$ cat config.mk
export PLATFORM = sky130hd
export DESIGN_NAME = wb_host_arb
export DESIGN_NICKNAME = d
export VERILOG_FILES = /design/src/rtl/wb_host_arb.sv
export SDC_FILE = /design/constraint.sdc
export NUM_CORES = 1
export LEC_CHECK = 0
export BUFFER_PORTS_ARGS = -buffer_cell sky130_fd_sc_hd__buf_2
export CAP_MARGIN = 25
export CORE_UTILIZATION = 44
export CTS_CLUSTER_DIAMETER = 50
export DETAILED_ROUTE_END_ITERATION = 6
export PLACE_DENSITY = 0.76
export SYNTH_ARGS = -nofsm -noshare
export SYNTH_HDL_FRONTEND = slang
export SYNTH_SLANG_ARGS = --single-unit
export TNS_END_PERCENT = 1
$ cat constraint.sdc
create_clock -name clk -period 1.5 [get_ports clk]
set_input_delay 0.15 -clock clk [delete_from_list [all_inputs] [get_ports clk]]
set_output_delay 0.15 -clock clk [all_outputs]
set_load 0.02 [all_outputs]
$ cat src/rtl/wb_host_arb.sv
// Two-port round-robin arbiter in front of the single 8-bit wishbone register port.
// Port A (CPU) and port B (engine) share the master; a per-port lock and a grant watchdog are provided.
module wb_host_arb #(
    parameter int TO_BITS = 8,
    parameter bit A_FIRST = 1'b1
) (
    input  logic       clk,
    input  logic       rst,
    input  logic       a_cs,
    input  logic       a_we,
    input  logic       a_lock,
    input  logic [7:0] a_addr,
    input  logic [7:0] a_din,
    output logic [7:0] a_dout,
    output logic       a_rdy,
    output logic       a_err,
    input  logic       b_cs,
    input  logic       b_we,
    input  logic       b_lock,
    input  logic [7:0] b_addr,
    input  logic [7:0] b_din,
    output logic [7:0] b_dout,
    output logic       b_rdy,
    output logic       b_err,
    output logic       m_cs,
    output logic       m_we,
    output logic [7:0] m_addr,
    output logic [7:0] m_din,
    input  logic [7:0] m_dout,
    input  logic       m_rdy,
    output logic       busy
);
    typedef enum logic [1:0] {
        IDLE  = 2'd0,
        GRANT = 2'd1,
        GAP   = 2'd2
    } state_t;

    localparam logic [TO_BITS-1:0] TO_ONE  = TO_BITS'(1'b1);
    // All-ones minus one: the counter reaches all-ones on the edge that ends this cycle.
    localparam logic [TO_BITS-1:0] TO_LAST = ~TO_ONE;

    state_t             state_r;
    state_t             state_nx_s;
    logic               win_r;      // 0 = port A, 1 = port B
    logic               last_r;     // last winner, drives round-robin
    logic [TO_BITS-1:0] to_cnt_r;
    logic               start_s;
    logic               sel_s;
    logic               done_s;
    logic               timeout_s;
    logic               rr_b_s;
    logic               lock_hold_s;

    assign busy = (state_r != IDLE);

    // Next-state and grant/terminate decisions.
    always_comb begin
        state_nx_s  = state_r;
        start_s     = 1'b0;
        sel_s       = win_r;
        done_s      = 1'b0;
        timeout_s   = 1'b0;
        rr_b_s      = b_cs & (~a_cs | ~last_r);
        lock_hold_s = win_r ? (b_lock & b_cs) : (a_lock & a_cs);
        case (state_r)
            IDLE: begin
                if (a_cs | b_cs) begin
                    start_s    = 1'b1;
                    sel_s      = rr_b_s;
                    state_nx_s = GRANT;
                end else begin
                    state_nx_s = IDLE;
                end
            end
            GRANT: begin
                if (m_rdy) begin
                    done_s     = 1'b1;
                    state_nx_s = GAP;
                end else if (to_cnt_r == TO_LAST) begin
                    done_s     = 1'b1;
                    timeout_s  = 1'b1;
                    state_nx_s = GAP;
                end else begin
                    state_nx_s = GRANT;
                end
            end
            GAP: begin
                if (lock_hold_s) begin
                    start_s    = 1'b1;
                    sel_s      = win_r;
                    state_nx_s = GRANT;
                end else if (a_cs | b_cs) begin
                    start_s    = 1'b1;
                    sel_s      = rr_b_s;
                    state_nx_s = GRANT;
                end else begin
                    state_nx_s = IDLE;
                end
            end
            default: begin
                state_nx_s = IDLE;
            end
        endcase
    end

    // State register.
    always_ff @(posedge clk or negedge rst) begin
        if (!rst) begin
            state_r <= IDLE;
        end else begin
            state_r <= state_nx_s;
        end
    end

    // Grant capture, watchdog and completion outputs.
    always_ff @(posedge clk or negedge rst) begin
        if (!rst) begin
            win_r    <= 1'b0;
            last_r   <= A_FIRST;
            to_cnt_r <= {TO_BITS{1'b0}};
            m_cs     <= 1'b0;
            m_we     <= 1'b0;
            m_addr   <= 8'h00;
            m_din    <= 8'h00;
            a_rdy    <= 1'b0;
            a_err    <= 1'b0;
            a_dout   <= 8'h00;
            b_rdy    <= 1'b0;
            b_err    <= 1'b0;
            b_dout   <= 8'h00;
        end else begin
            a_rdy <= 1'b0;
            a_err <= 1'b0;
            b_rdy <= 1'b0;
            b_err <= 1'b0;
            if (start_s) begin
                win_r    <= sel_s;
                last_r   <= sel_s;
                to_cnt_r <= {TO_BITS{1'b0}};
                m_cs     <= 1'b1;
                m_we     <= sel_s ? b_we   : a_we;
                m_addr   <= sel_s ? b_addr : a_addr;
                m_din    <= sel_s ? b_din  : a_din;
            end else if (state_r == GRANT) begin
                to_cnt_r <= to_cnt_r + TO_ONE;
            end
            if (done_s) begin
                m_cs <= 1'b0;
                if (win_r) begin
                    b_rdy  <= 1'b1;
                    b_err  <= timeout_s;
                    b_dout <= timeout_s ? 8'h00 : m_dout;
                end else begin
                    a_rdy  <= 1'b1;
                    a_err  <= timeout_s;
                    a_dout <= timeout_s ? 8'h00 : m_dout;
                end
            end
        end
    end
endmodule

==> metrics.cfg, run 1 <==
[place]
hpwl_microns=4260
place_worst_setup_slack_ps=-590
numPortBuffers=87
gp_congestion=0.876

[yosys]
synth_top_family_by_area=compound AO/OA/AOI/OAI gates
synth_compound_area_share_pct=24.6
synth_fa_ha_area_share_pct=1.08
ys_top_cells_by_count=49 x dfrtp_1, 37 x nand2_1, 17 x o311ai_0
synth_most_common_cell=dfrtp_1
synth_top_area_share_pct=52.9
ys_types=33
ys_top_cells_by_area=dfrtp_1 53%, o311ai_0 6.4%, a22o_1 6.1%
synthArstFlopShare_pct=100
synthSimpleGateAreaFrac_pct=13.6
ys_seq_area_share_pct=54.1
synth_cells=214
synth_xor_area_share_pct=1.89
synth_nets=265
synth_area_sq_mm=0.00232
avgSynthCellArea_sq_um=10.8
ys_seq_elements=50
synthFlopType=dfrtp_1
muxShareOfSynthArea_pct=0
synth_edf_count=0
synth_warnings=0
yosysTopAreaCell=dfrtp_1

[detailed_routing]
antenna_left=0
first_pass_iters=4
drt_iter0_markers=51
top_layer_used=met4
drt_wl_total_microns=5950
wl_met1_microns=2630
viasPerCell=5.31
wl_met3_microns=252
routedWlPerCell_microns=15.0
vias=2104
drc=0
wl_met2_microns=2980

[sta]
slew_viol_final=0
slew_headroom_pct=72.7
timing.final.crit_share_pct=111
finClkSkew_ps=7.70
rsz0062_at_grt=yes
tightest_slew_ps=405
hold_viol_final=0
fin_crit_ps=1670
setup_viol=19
fin_ws_ps=-169
fmax_mhz=599

[worst_setup_path]
critPathArrivalTime_ps=1850
path_cells=buf_6, or2b_1, o32ai_4, or3_4, buf_8, o211ai_2
crit_type=register to register
slowest_stage=dfstp_2
rrSetupSlack_ps=-170
crit_buf_inv=2
crit_fanout=10
max_stage_delay_ps=560
crit_required_ps=1680
cp-end-kind=register
crit_family=flip-flops
start_kind=register

[layout]
fillers=435
drive_gt1_share_pct=45.4
antenna_cells=0
fin_nets=376
area_delta_synth_final_pct=39.3

[cts]
clockBufferDepth=2
clk_pin_slew_ps=100
clk_latency_ps=310
cts_buffers=5
cts.sinks=50
cts_tree=built
htree_levels=2
root_buffer=clkbuf_8

[floorplan]
ios=88
initial_core_util_pct=45.6
fp.dieW_microns=74.6
die_y_microns=74.6
fp-row-count=26
coreArea_sq_mm=0.00507
fp.dieArea_sq_mm=0.00556

[run_status]
violations=setup timing
outcome=complete, but fails checks

[power_and_ir_drop]
ir_drop_v=0.00106
p_total_uw=6570
power.leakage_uw=0.00161
power_density_mw_per_mm2=2040

[global_routing]
track_usage_pct=23.0
grt_pass1_wl_microns=9520
grt_pass1_vias=1998
grt.overflow.total=0
grt_max_degree=36
antenna_found_initial=0

[job]
drv_cap=0

[min_path]
hp-class=primary input to register

[final timing paths]
kind                       depth (start not counted)                  from                     to
hold reg to reg                                    2  m_din[7]$_DFFE_PN0N_   m_din[7]$_DFFE_PN0N_
setup / recovery                                   6    last_r$_DFFE_PN1N_  m_addr[5]$_DFFE_PN0N_
hold / removal                                     2             m_dout[0]  b_dout[0]$_DFFE_PN0P_
min in group asynchronous                          2                   rst  a_dout[5]$_DFFE_PN0P_
setup reg to reg                                   6    last_r$_DFFE_PN1N_  m_addr[5]$_DFFE_PN0N_
max in group asynchronous                          3                   rst   state_r[0]$_DFF_PN0_
[power breakdown]
part	switching, uW	internal [uW]
Combinational	2030	1530
Clock	495	350
Sequential	292	1880
[final cells by class]
| class | count | area, sq um | area share [%] |
|---|---|---|---|
| multi-input cells | 141 | 1010 | 31.3 |
| well taps | 70 | 87.6 | 2.71 |
| repair buffers | 120 | 754 | 23.4 |
| inverters | 7 | 26.3 | 0.814 |
| flip-flops and latches | 50 | 1250 | 38.8 |
| clock buffers | 5 | 68.8 | 2.13 |
| clock inverters | 3 | 28.8 | 0.892 |
[through the flow]
step | setup TNS, ps | hold WS, ps | cell area, sq um | instances | utilization, %
6_report | -2910 | 63.9 | 3230 | 396 | 63.6
5_1_grt | -5200 | 51.4 | 3230 | 396 | 63.6
4_1_cts | -3240 | 53.7 | 3220 | 396 | 63.4
3_5_place_dp | -11240 | 82.5 | 3020 | 383 | 59.6
3_3_place_gp | -10390 | 76.2 | 3020 | 383 | 59.6
2_1_floorplan | -1190 | -146 | 2330 | 214 | -
[kinds of logic (layout without fill, tap and decap cells)]
| group | Yosys count | in the layout |
|---|---|---|
| buffers and inverters | 23 | 135 |
| DFF | 50 | 50 |
| xor gates and xnor gates | 5 | 5 |
| and+or+nand+nor | 70 | 70 |
| AOI/OAI and AO/OA | 64 | 64 |
| adders and majority gates | 2 | 2 |
[flip-flops by register name (all words and copies together), names as in the netlist, 2 cells and up]
signal    cells
a_dout        8
b_dout        8
m_addr        8
m_din         8
to_cnt_r      8
state_r       2
[layer usage]
metal,vias up,track usage (%)
met4,0,7.97
met5,-,0
met1,1015,32.5
li1,1011,-
met2,68,35.0
met3,10,5.28
[cell usage in the layout, fill, tap and decap left out, types with 6 or more instances in the layout]
master	n
buf_4	25
o211ai_2	8
inv_1	7
buf_2	87
o211ai_1	11
dfrtp_1	49
a22o_1	16
o311ai_0	11
nor2_1	9
nand2_1	37
o311ai_1	6
[repair_timing]
action | CTS | global route
buffers inserted | 4 | 0
hold buffers | 1 | 0
pin swaps | 12 | 2
setup endpoints to repair | 35 | 36
endpoints found under the hold margin | 11 | 0
gates resized for setup | 11 | 7
(Power assumes the default switching activity.)
==> run 2, diff against run 1 <==
Settings changed: ABC_AREA from default to 1, PLACE_DENSITY 0.76 to 0.75.
==> metrics.cfg, run 2 <==
[run_status]
outcome=complete, but fails checks
violations=setup timing

[layout]
final_cells=476
drive_gt1_share_pct=33.7
area_delta_synth_final_pct=35.3
layout_common_cells=87 x buf_2, 86 x nand2_1, 51 x inv_1
stdcell_area_sq_mm=0.00329
fillers=466
antenna_cells=0
final_core_util_pct=63.2
fin_nets=456
final_common_cell=buf_2

[sta]
slew_viol_final=0
final.setup.tns_ps=-2.69
fmax_mhz=665
hold_viol_final=0
timing.final.crit_share_pct=100
finClkSkew_ps=6.91
fin_ws_ps=-2.69
slew_headroom_pct=71.9
fin_crit_ps=1500
rsz0062_at_grt=yes
setup_viol=1
tightest_slew_ps=421

[power_and_ir_drop]
power.leakage_uw=0.00190
p_total_uw=6350
power_density_mw_per_mm2=1930
ir_drop_v=0.00107

[yosys]
ys_top_cells_by_count=88 x nand2_1, 51 x inv_1, 49 x dfrtp_1
synth_fa_ha_area_share_pct=1.03
synth_compound_area_share_pct=5.51
synth_most_common_cell=nand2_1
ys_seq_elements=50
synthArstFlopShare_pct=100
synth_warnings=0
synth_xor_area_share_pct=1.08
ys_seq_area_share_pct=51.5
synth_nets=353
synth_area_sq_mm=0.00243
synth_top_area_share_pct=50.4
ys_top_cells_by_area=dfrtp_1 50%, nand2_1 14%, inv_1 7.9%
synthFlopType=dfrtp_1
muxShareOfSynthArea_pct=0
avgSynthCellArea_sq_um=8.05
synth_edf_count=0
ys_types=26
yosysTopAreaCell=dfrtp_1
synthSimpleGateAreaFrac_pct=30.5
synth_cells=302
synth_top_family_by_area=simple AND/OR/NAND/NOR gates

[worst_setup_path]
crit_family=simple AND/OR/NAND/NOR gates
crit_required_ps=1690
r2r_cells=9
slowest_stage=dfrtp_1
start_kind=register
cp-end-kind=register
path_cells=inv_1, ha_1, nand2_2, nor2_4, nand2_4, nand2_8, nand3_4, nand2_1, o21ai_0
cp.depth=9
crit_type=register to register
crit_fanout=8
max_stage_delay_ps=380
crit_buf_inv=1
critPathArrivalTime_ps=1690

[place]
hpwl_microns=3880
gp_congestion=0.757
numPortBuffers=87
placed_area_sq_mm=0.00302
place_inst=463

[cts]
root_buffer=clkbuf_8
cts.sinks=50
clk_pin_slew_ps=90
htree_levels=2
clk_latency_ps=300
cts_buffers=5
clockBufferDepth=2
cts_tree=built
cts_setup_buffers=0

[detailed_routing]
drt_wl_total_microns=5840
vias=2247
viasPerCell=4.72
antenna_left=0
drc=0
routedWlPerCell_microns=12.3
first_pass_iters=4
drt_iter0_markers=123

[floorplan]
fp-row-count=26
coreArea_sq_mm=0.00520
die_y_microns=76.3
fp.dieW_microns=76.3
fp.dieArea_sq_mm=0.00583
initial_core_util_pct=46.7
ios=88

[global_routing]
antenna_found_initial=0
track_usage_pct=18.6
grt_max_degree=20
grt_pass1_vias=1979
grt_pass1_wl_microns=8740
grt.overflow.total=0

[min_path]
hp-class=primary input to register
hold_depth=3

[job]
drv_cap=0

## run 2: changes by cell type after synthesis, sizes merged, moves of 3 or more
cell / before / now
or2b: 3 / 0
inv: 7 / 52
o311ai: 17 / 0
o211ai: 19 / 0
clkbuf: 13 / 2
a22o: 16 / 0
nand2: 37 / 99
and3: 5 / 0
o21ai: 6 / 22
buf: 3 / 6
nor2: 12 / 18
nand3: 4 / 38
## run 2: worst min-delay path: cells and delay by family
kind,cells,cell delay [ps]
buf+inv,1,100
compound gates,1,70
simple gates,1,80
## run 2: final timing paths
check / startpoint / to / slack, ps
max: to_cnt_r[0]$_DFFE_PN0P_ / a_dout[4]$_DFFE_PN0P_ / -3
max in group asynchronous: rst / b_dout[1]$_DFFE_PN0P_ / 590
max reg2reg: to_cnt_r[0]$_DFFE_PN0P_ / a_dout[4]$_DFFE_PN0P_ / -3
min reg2reg: m_din[1]$_DFFE_PN0N_ / m_din[1]$_DFFE_PN0N_ / 480
min in group asynchronous: rst / win_r$_DFFE_PN0N_ / 320
min: m_dout[0] / b_dout[0]$_DFFE_PN0P_ / 120
## run 2: repair_timing
item / in CTS / in global routing
setup endpoints to repair: 0 / 35
hold endpoints to repair: 14 / 0
hold buffers: 1 / 0
resized for setup: 0 / 24
## run 2: logic make-up (layout without fill, tap and decap cells)
family | Yosys count | after routing
simple gates | 162 | 166
fa+ha+maj | 2 | 2
flops | 50 | 50
xor+xnor | 3 | 3
compound gates | 24 | 24
buf+inv | 61 | 161
## run 2: report_power, final
part	internal, uW	switching, uW	total [uW]
clock network	500	451	951
registers	1890	318	2210
logic	1110	2070	3180
## run 2: area by class of cell
class / instances / area, sq um / share of cell area [%]
repair buffers: 100 / 568 / 17.3
flip-flops and latches: 50 / 1250 / 38.1
inverters: 53 / 199 / 6.05
well taps: 70 / 87.6 / 2.66
clock buffers: 5 / 68.8 / 2.09
multi-input cells: 195 / 1070 / 32.5
clock inverters: 3 / 43.8 / 1.33
## run 2: per-layer routing
layer  part of all wire, %  up-vias  GRT usage, %
li1                      -     1141             -
met1                    46     1027          24.9
met2                    49       72          30.9
met3                   4.1        7          3.35
met4                  0.92        0          5.19
met5                     0        -             0
## run 2: through the flow
step	setup slack (ps)	hold WS [ps]
detailed placement	39.1	110
finish	-2.69	121
floorplan	26.3	-146
global placement	78.9	114
CTS	1.76	115
global route	-107	120
==> run 3, diff against run 2 <==
Settings changed: CTS_BUF_LIST from default to sky130_fd_sc_hd__clkbuf_16.
==> metrics.cfg, run 3 (synthesized netlist as in run 2, its figures left out) <==
[run_status]
outcome=complete, but fails checks
violations=setup timing

[worst_setup_path]
critPathArrivalTime_ps=1720
cp-end-kind=register
crit_buf_inv=1
max_stage_delay_ps=370
path_cells=inv_1, ha_1, nand2_2, nor2_4, nand2_4, nand2_8, nand3_4, o21ai_0
cp.depth=8
crit_family=simple AND/OR/NAND/NOR gates
slowest_stage=dfrtp_1
crit_type=register to register
rrSetupSlack_ps=-40
start_kind=register
crit_fanout=8
crit_required_ps=1680
r2r_cells=8

[cts]
clk_latency_ps=290
clockBufferDepth=2
root_buffer=clkbuf_16
cts.sinks=50
htree_levels=2
cts_buffers=5
clk_pin_slew_ps=70
cts_tree=built

[sta]
slew_headroom_pct=71.0
holdWs_ps=138
fmax_mhz=648
finClkSkew_ps=7.39
fin_ws_ps=-44.2
slew_viol_final=0
fin_crit_ps=1540
setup_viol=13
final.setup.tns_ps=-321
tightest_slew_ps=435
rsz0062_at_grt=yes
hold_viol_final=0
timing.final.crit_share_pct=103

[global_routing]
grt.overflow.total=0
grt_max_degree=20
antenna_found_initial=0
track_usage_pct=19.3
grt_pass1_wl_microns=8930
grt_pass1_vias=1991

[layout]
area_delta_synth_final_pct=40.2
antenna_cells=0
layout_common_cells=87 x buf_2, 85 x nand2_1, 51 x inv_1
final_common_cell=buf_2
drive_gt1_share_pct=34.9
fin_nets=460
final_core_util_pct=65.5

[place]
place_worst_setup_slack_ps=39.1
hpwl_microns=3880
numPortBuffers=87
gp_congestion=0.757

[floorplan]
fp.dieArea_sq_mm=0.00583
initial_core_util_pct=46.7
ios=88
die_y_microns=76.3
fp-row-count=26
fp.dieW_microns=76.3
coreArea_sq_mm=0.00520

[detailed_routing]
routedWlPerCell_microns=12.6
drc=0
drt_iter0_markers=134
viasPerCell=4.77
vias=2290
drt_wl_total_microns=6020
first_pass_iters=4
antenna_left=0

[min_path]
hold_depth=3
hp-class=primary input to register

[power_and_ir_drop]
power.leakage_uw=0.00196
p_total_uw=6940
ir_drop_v=0.00104
power_density_mw_per_mm2=2040

[job]
drv_cap=0

## run 3: worst reg2reg max path, cell delays in order, from the launching register on
cell	delay, ps
dfrtp_1	370
inv_1	60
ha_1	150
nand2_2	70
nor2_4	140
nand2_4	80
nand2_8	140
nand3_4	130
o21ai_0	280
## run 3: final cells by class
cell class	instances	area, sq um
sequential	50	1250
tap	70	87.6
inverter	53	199
multi-input combinational	195	1060
timing repair buffer	104	637
fill	443	1800
clock buffer	5	125
clock inverter	3	43.8
## run 3: path summary, 6_finish.rpt
path | startpoint | endpoint
setup / recovery | to_cnt_r[0]$_DFFE_PN0P_ | a_dout[2]$_DFFE_PN0P_
hold / removal | m_dout[0] | b_dout[0]$_DFFE_PN0P_
setup reg to reg | to_cnt_r[0]$_DFFE_PN0P_ | a_dout[2]$_DFFE_PN0P_
hold reg to reg | m_din[1]$_DFFE_PN0N_ | m_din[1]$_DFFE_PN0N_
max in group asynchronous | rst | b_dout[1]$_DFFE_PN0P_
min in group asynchronous | rst | state_r[1]$_DFF_PN0_
## run 3: timing repair
action / 4_1_cts / 5_1_grt
resized for setup: 0 / 24
buffers inserted: 0 / 2
endpoints found under the setup margin: 0 / 36
endpoints found under the hold margin: 14 / 0
hold buffers: 1 / 0
## run 3: metal layers
metal	up-vias	routed length, microns	GRT usage, %
li1	1156	-	-
met1	1036	2550	24.5
met2	92	3050	33.3
met3	6	372	4.19
met4	0	55	4.62
met5	-	0	0
## run 3: metrics by stage
step / cell area (sq um) / cells
finish: 3410 / 480
global placement: 3020 / 463
detailed placement: 3020 / 463
floorplan: 2430 / 302
global route: 3410 / 480
CTS: 3200 / 472
## run 3: report_power, final
part | internal [uW] | switching, uW | total [uW] | leakage, uW
sequential | 1900 | 323 | 2220 | 0.000627
combinational | 1300 | 2140 | 3430 | 0.00125
clock | 790 | 496 | 1290 | 0.0000842
